**src/rtl/display_scan_controller.sv**
```systemverilog
// display_scan_controller
// Time-multiplexes two seven-segment digits over one shared decoder input.
// Sequence per frame: ON0 -> GAP0 -> ON1 -> GAP1, with dead-time blanking in
// the gaps. New digit values arrive through a valid/ready handshake, wait in
// a pending register, and are copied to the displayed (shadow) registers only
// when a frame starts, so one frame never mixes old and new digits.

module display_scan_controller #(
  parameter int ON_CYCLES    = 24000,
  parameter int BLANK_CYCLES = 240,
  parameter int CNT_W        = 16
) (
  input  logic       clk,
  input  logic       reset,
  input  logic       enable,
  input  logic [3:0] d0_in,
  input  logic [3:0] d1_in,
  input  logic       update_valid,
  output logic       update_ready,
  output logic [3:0] digit_val,
  output logic       blank,
  output logic       select0,
  output logic       select1,
  output logic       frame_tick
);

  typedef enum logic [2:0] {
    S_IDLE,
    S_ON0,
    S_GAP0,
    S_ON1,
    S_GAP1
  } state_t;

  localparam logic [CNT_W-1:0] ON_LAST    = CNT_W'(ON_CYCLES - 1);
  localparam logic [CNT_W-1:0] BLANK_LAST = CNT_W'(BLANK_CYCLES - 1);

  state_t           state;
  state_t           state_d;
  logic [CNT_W-1:0] cnt;
  logic [CNT_W-1:0] cnt_d;

  logic             pending_full;
  logic [3:0]       pending0;
  logic [3:0]       pending1;
  logic [3:0]       shadow0;
  logic [3:0]       shadow1;

  logic             accept;
  logic             enter_on0;
  logic             enter_on1;

  logic [3:0]       digit_val_d;
  logic             blank_d;
  logic             select0_d;
  logic             select1_d;
  logic             frame_tick_d;

  // A pending slot that is full blocks further transfers until a frame starts.
  assign update_ready = ~pending_full;
  assign accept       = update_valid & ~pending_full;
  assign enter_on0    = (state_d == S_ON0) && (state != S_ON0);
  assign enter_on1    = (state_d == S_ON1) && (state != S_ON1);

  // Phase sequencer: advance state and clear cnt on the last cycle of a phase.
  always_comb begin
    // NOTE: every signal written here gets a default first so no path leaves
    // it unassigned; otherwise synthesis infers a latch.
    state_d = state;
    cnt_d   = cnt;
    unique case (state)
      S_IDLE: begin
        cnt_d = '0;
        if (enable) state_d = S_ON0;
      end
      S_ON0: begin
        if (cnt == ON_LAST) begin
          state_d = S_GAP0;
          cnt_d   = '0;
        end else begin
          cnt_d = cnt + 1'b1;
        end
      end
      S_GAP0: begin
        if (cnt == BLANK_LAST) begin
          state_d = S_ON1;
          cnt_d   = '0;
        end else begin
          cnt_d = cnt + 1'b1;
        end
      end
      S_ON1: begin
        if (cnt == ON_LAST) begin
          state_d = S_GAP1;
          cnt_d   = '0;
        end else begin
          cnt_d = cnt + 1'b1;
        end
      end
      S_GAP1: begin
        // enable is only honoured here and in IDLE, so a frame always completes.
        if (cnt == BLANK_LAST) begin
          state_d = enable ? S_ON0 : S_IDLE;
          cnt_d   = '0;
        end else begin
          cnt_d = cnt + 1'b1;
        end
      end
      default: begin
        state_d = S_IDLE;
        cnt_d   = '0;
      end
    endcase
  end

  // Next output values, derived from the state being entered so the registered
  // outputs change on the same edge as the state.
  always_comb begin
    select0_d    = (state_d != S_ON0);
    select1_d    = (state_d != S_ON1);
    blank_d      = (state_d != S_ON0) && (state_d != S_ON1);
    frame_tick_d = (state_d == S_GAP1) && (cnt_d == BLANK_LAST);
    digit_val_d  = digit_val;
    if (enter_on0) begin
      // The shadow load happens on this same edge, so bypass the pending value.
      digit_val_d = pending_full ? pending0 : shadow0;
    end else if (enter_on1) begin
      digit_val_d = shadow1;
    end
  end

  // State and phase counter registers.
  always_ff @(posedge clk) begin
    // NOTE: sequential state uses non-blocking assignments so every register
    // samples pre-edge values regardless of block ordering.
    if (reset) begin
      state <= S_IDLE;
      cnt   <= '0;
    end else begin
      state <= state_d;
      cnt   <= cnt_d;
    end
  end

  // Update handshake and frame-boundary shadow load.
  always_ff @(posedge clk) begin
    // NOTE: the digit holding registers are reset too, because a reset must
    // discard a pending update and make the next frame show 0/0.
    if (reset) begin
      pending_full <= 1'b0;
      pending0     <= '0;
      pending1     <= '0;
      shadow0      <= '0;
      shadow1      <= '0;
    end else begin
      // accept needs an empty slot and the load needs a full one, so they never collide.
      if (accept) begin
        pending0     <= d0_in;
        pending1     <= d1_in;
        pending_full <= 1'b1;
      end else if (enter_on0 && pending_full) begin
        shadow0      <= pending0;
        shadow1      <= pending1;
        pending_full <= 1'b0;
      end
    end
  end

  // Registered display drive outputs.
  always_ff @(posedge clk) begin
    if (reset) begin
      digit_val  <= '0;
      blank      <= 1'b1;
      select0    <= 1'b1;
      select1    <= 1'b1;
      frame_tick <= 1'b0;
    end else begin
      digit_val  <= digit_val_d;
      blank      <= blank_d;
      select0    <= select0_d;
      select1    <= select1_d;
      frame_tick <= frame_tick_d;
    end
  end

endmodule

```
**config.mk**
```make
export PLATFORM = sky130hd
export DESIGN_NAME = display_scan_controller
export DESIGN_NICKNAME = d
export VERILOG_FILES = /design/src/rtl/display_scan_controller.sv
export SDC_FILE = /design/constraint.sdc
export NUM_CORES = 1
export LEC_CHECK = 0
export CAP_MARGIN = 20
export CORE_ASPECT_RATIO = 2
export CORE_MARGIN = 2
export CORE_UTILIZATION = 60
export DETAILED_ROUTE_END_ITERATION = 8
export PLACE_DENSITY = 0.93
export SYNTH_ARGS = -nofsm -noshare
export SYNTH_HDL_FRONTEND = slang
export SYNTH_SLANG_ARGS = --single-unit
```
**constraint.sdc**
```tcl
create_clock -name clk -period 3.5 [get_ports clk]
set_clock_uncertainty 0.15 [all_clocks]
set_input_delay 0.7 -clock clk [delete_from_list [all_inputs] [get_ports clk]]
set_output_delay 0.7 -clock clk [all_outputs]
set_load 0.05 [all_outputs]
```
==> results.txt, run 1 <==
Hold Buf Count CTS - 0
Share of total power in combinational logic - 0.090
Hold path depth - 2
Initial DRT Pass Iterations - 4
Async set-reset flop share out of synthesis - 0
Avg Cell Area, Syn - 9.28 um^2
Hold endpoint - shadow1[1]
Layout area overhead - 13.4%
Mapped cell area - 2210 um^2
Cell count after synthesis - 238
Slew HR - 0.427
Reg-to-reg setup timing slack - 0.77 ns
Global-route wire length before repair - 8110 um
Crit path time final - 2.73 ns
Routed len/inst - 16.3 um
Clock sink count - 44
Initial antenna violation count - 0
I/O Buffers - 20
Final worst slack - 0.774 ns
Post-DR vias/cell - 5.99
CTS tree - built
Post-cts sizing count - 0
Max stage delay on crit path - 0.73 ns
Power Density - 399 nW/um^2
DRT iter0 DRCs - 75
Effective utilization at floorplan - 0.619
Most frequent cells in the layout - dfxtp_1 (44), nor2_1 (34), mux2i_1 (21)
Reg2reg path depth - 7
Post-layout instance area - 2510 um^2
Worst hold margin - 0.333 ns
RSZ-0062 raised after global routing - no
Post-synthesis net count - 251
Static Leak - 0.820 nW
DP Area - 2400 um^2
Hold/Removal Path Class - reg -> reg
Outcome - complete, no violations
WP data required - 3.58 ns
Yosys warning count - 0
Gr usage total - 0.261
Diode count - 0
Max Cap Violations - 0
Fmax - 367 MHz
DR vias - 1804
Chip Width - 46.9 um
Post-synthesis sequential area ratio - 0.399
Num CTS Buffers - 5
Fin crit share - 0.779
Worst slew pin tran - 0.851 ns
Number of H-tree levels - 2
Synth Register Bits - 44
Fraction of power spent switching nets - 0.232
Final setup viols - 0
Max Slew Vio Count - 0
Unique cell type count in the Yosys netlist - 47
CP Launch Type - flop
Worst path slowest cell - nor4_1
Setup CP Type - reg -> reg
DRC - 0
Number of synthesized flops with an enable pin - 0
Root buffer cell - clkbuf_8
VDD IR max - 0.374 mV
Final wirelength - 4900 um
Crit-path max FO - 9
Core Footprint - 3570 um^2
Seq pwr share - 0.526
Most used flip-flop cell after synthesis - dfxtp_1
Row cnt - 31
Critical hold path startpoint - pending1[1]
Nets - 264
Internal - 0.000767 W
Clock share of power - 0.384
Reg clk slew, reported paths - 0.08 ns
Worst skew pair latency - 0.30 ns
Leading cell type in the layout, fill and taps excluded - dfxtp_1
Postcts setup bufs - 0
Final TNS setup - 0 ns
Arrival time at the worst endpoint - 2.81 ns
RR Endpoint - shadow0[1]
Sw power - 0.000232 W
Vias in the first global route - 1816
Die height - 89.8 um
Full die area - 4210 um^2
Final hold violations - 0
Pre-CTS setup slack - 0.924 ns
DPL Wire Length - 3560 um
Critical path capture point type - flop
Reg-to-reg critical path startpoint - cnt[0]
Detail Route Antenna Nets - 0
Final Wtd Congestion - 0.903
Fraction of layout cells with a size suffix above 1 - 0.0833
I/O pins - 21
Grt total ovfl - 0
Critical-path cell list - ha_1, nand4_1, nor4_1, a211oi_1, nor3_2, buf_4, mux2i_1
Largest net degree at the start of global routing - 32
Max Root-Sink Buffers - 2
[state kept, by name, indices dropped and copies added, names as in the netlist]
signal        count
cnt              16
digit_val         4
pending0          4
pending1          4
shadow0           4
shadow1           4
state             3
blank             1
frame_tick        1
pending_full      1
select0           1
select1           1
[worst max-delay path, delay by kind of cell, from the launching register on]
| kind | cells | cell delay (ns) |
|---|---|---|
| adders and majority gates | 1 | 0.39 |
| muxes | 1 | 0.21 |
| and+or+nand+nor | 3 | 1.07 |
| AOI/OAI and AO/OA | 1 | 0.20 |
| buffers and inverters | 1 | 0.22 |
| DFF | 1 | 0.41 |
[stage by stage]
step | total power, W | utilization | std cells
detailed placement | 0.000627 | 0.672 | 293
CTS | 0.00101 | 0.702 | 301
global placement | 0.000625 | 0.672 | 293
finish | 0.000999 | 0.702 | 301
floorplan | 0.000595 | - | 238
global route | 0.00103 | 0.702 | 301
[how the worst max path moves through the flow]
| stage | slack (ns) | from | depth (start not counted) | to |
|---|---|---|---|---|
| final | 0.77 | cnt[0] | 7 | shadow0[1] |
| after global routing | 0.60 | cnt[0] | 7 | shadow0[1] |
| after CTS | 0.78 | cnt[0] | 7 | shadow0[1] |
| after detailed placement | 0.92 | cnt[0] | 7 | shadow0[3] |
| after global placement | 1.02 | cnt[0] | 7 | shadow1[3] |
| after floorplan | 1.39 | cnt[0] | 8 | shadow0[0] |
[cell usage after synthesis, types with 4 or more instances]
cell,n,area share
nand2b_1,18,0.051
inv_1,6,0.010
nor2_1,34,0.058
nor3_1,5,0.011
buf_2,6,0.014
xor2_1,6,0.024
a21oi_1,4,0.0091
dfxtp_1,44,0.40
clkbuf_1,7,0.012
nand2_1,8,0.014
xnor2_1,10,0.040
nand4_1,12,0.034
mux2i_1,21,0.095
a221o_1,4,0.018
nand3_1,6,0.014
[power groups by stage]
| stage | clock network, W | registers (W) | logic (W) |
|---|---|---|---|
| after floorplan | 0 | 0.000542 | 0.0000532 |
| after global placement | 0 | 0.000536 | 0.0000883 |
| after detailed placement | 0 | 0.000537 | 0.0000901 |
| after CTS | 0.000391 | 0.000525 | 0.0000907 |
| after global routing | 0.000408 | 0.000527 | 0.0000974 |
| final | 0.000384 | 0.000525 | 0.0000899 |
[area by class of cell]
type	instances	area (um^2)
Clock inverter	2	35.0
Timing Repair Buffer	23	223
Inverter	6	22.5
Sequential cell	44	881
Fill cell	276	1060
Clock buffer	6	72.6
Multi-Input combinational cell	171	1210
Tap cell	49	61.3
[kinds of logic after synthesis]
logic type / after synthesis / share of synthesized area
flops: 44 / 0.399
fa+ha+maj: 1 / 0.00566
buf+inv: 23 / 0.0532
compound gates: 20 / 0.0776
xor+xnor: 16 / 0.0634
mux: 21 / 0.0951
simple gates: 113 / 0.306
[per-layer routing]
layer  GRT usage  vias to the layer above  wire length, um
met2       0.451                       52             2730
met1       0.261                      864             1770
met5           0                        -                0
li1            -                      865                -
met3      0.0502                       23              160
met4       0.157                        0              237
(Power assumes the default switching activity.)
==> run 2, diff against run 1 <==
Settings changed: CORE_UTILIZATION 60 to 51, PLACE_DENSITY 0.93 to 0.85.
Clock period 3.5 ns to 2.5 ns, I/O delays scaled along.
==> results.txt, run 2 (synthesis results as in run 1) <==
Grt total ovfl - 0
Post-DR vias/cell - 5.87
Crit-path max FO - 9
DRT iter0 DRCs - 95
DPL Wire Length - 3720 um
Largest net degree at the start of global routing - 32
Final setup viols - 0
Row cnt - 33
Crit path time final - 2.35 ns
Max Cap Violations - 0
Static Leak - 0.849 nW
CP Launch Point - cnt[0]
Max Slew Vio Count - 0
Critical hold path startpoint - shadow1[1]
Pre-CTS setup slack - 0.0708 ns
Initial antenna violation count - 0
CTS tree - built
Fraction of layout cells with a size suffix above 1 - 0.108
Global-route wire length before repair - 8130 um
Routed len/inst - 15.9 um
Power Density - 502 nW/um^2
Gr usage total - 0.217
Clock sink count - 44
Root buffer cell - clkbuf_8
Vias in the first global route - 1818
Critical path capture point type - flop
Diode count - 0
Chip Width - 50.5 um
Nets - 272
Leading cell type in the layout, fill and taps excluded - dfxtp_1
Fin crit share - 0.942
Tot Pwr - 0.00127 W
Worst path slowest cell - nor3_1
Register with the most flip-flops - cnt
DRC - 0
Setup CP Type - reg -> reg
I/O pins - 21
Final core occ - 0.615
Core Footprint - 4130 um^2
Max Root-Sink Buffers - 2
CP Launch Type - flop
Max stage delay on crit path - 0.48 ns
Critical-path cell list - ha_1, inv_1, nor3_1, mux2i_1, a32oi_1, a2111oi_2
DR vias - 1827
Arrival time at the worst endpoint - 2.39 ns
Hold/Removal Path Class - reg -> reg
Layout area overhead - 14.9%
Final hold violations - 0
Max reg flops - 16
WP buf/inv - 1
Detail Route Antenna Nets - 0
Worst slew pin tran - 0.516 ns
Slew HR - 0.653
Number of H-tree levels - 2
Worst skew pair latency - 0.29 ns
I/O Buffers - 20
Fmax - 425 MHz
Most frequent cells in the layout - dfxtp_1 (44), nor2_1 (34), mux2i_1 (21)
Effective utilization at floorplan - 0.535
Num CTS Buffers - 5
Post-cts sizing count - 0
WP data required - 2.53 ns
Reg clk slew, reported paths - 0.07 ns
Outcome - complete, no violations
CP delay by family, top - simple AND/OR/NAND/NOR gates
Final worst slack - 0.146 ns
VDD IR max - 0.395 mV
Reg-to-reg critical path startpoint - cnt[0]
Full die area - 4910 um^2
Final wirelength - 4960 um
Final Wtd Congestion - 0.928
Die height - 97.1 um
Initial DRT Pass Iterations - 4
run 2: worst register-to-register path, delay by kind of cell (launching register included):
kind                     cells  cell delay [ns]
flip-flops                   1             0.41
AND/OR/NAND/NOR              1             0.48
buffers and inverters        1             0.15
multiplexers                 1             0.25
adder cells (fa/ha/maj)      1             0.38
AO/OA/AOI/OAI                2             0.43
run 2: what timing repair did:
item	4_1_cts	5_1_grt
setup buffers	0	1
setup endpoints to repair	0	33
hold buffers	0	0
run 2: per-stage QoR:
step | hold WS, ns | std cells | cell area [um^2] | TNS, ns
3_3_place_gp | 0.308 | 303 | 2450 | 0
3_5_place_dp | 0.320 | 303 | 2450 | 0
5_1_grt | 0.342 | 311 | 2540 | -0.00275
2_1_floorplan | 0.298 | 238 | 2210 | 0
6_report | 0.328 | 311 | 2540 | 0
4_1_cts | 0.333 | 310 | 2530 | 0
run 2: power by group:
group	switching (W)	total [W]	internal (W)
Sequential	0.0000121	0.000730	0.000718
Clock	0.000217	0.000407	0.000190
Combinational	0.0000734	0.000137	0.0000641
run 2: area by class of cell:
type	instances	area [um^2]
well taps	52	65.1
flip-flops and latches	44	881
fillers	370	1590
multi-input cells	171	1210
clock buffers	6	72.6
repair buffers	31	283
clock inverters	1	5.00
inverters	6	22.5
run 2: final timing paths:
check | endpoint | slack (ns) | depth (start not counted)
setup / recovery | frame_tick | 0.15 | 6
setup reg to reg | frame_tick | 0.15 | 6
hold reg to reg | shadow1[1] | 0.33 | 2
hold / removal | shadow1[1] | 0.33 | 2
run 2: metal layers:
metal	GRT usage	wire length (um)	vias up
met2	0.415	2820	59
met5	0	0	-
met1	0.192	1680	863
met3	0.0323	158	26
li1	-	-	879
met4	0.150	294	0
==> run 3, diff against run 2 <==
Settings changed: ABC_CLOCK_PERIOD_IN_PS from default to 2500.
==> results of run 3 <==
No change in the layout: final DEF, timing and power equal those of run 2.
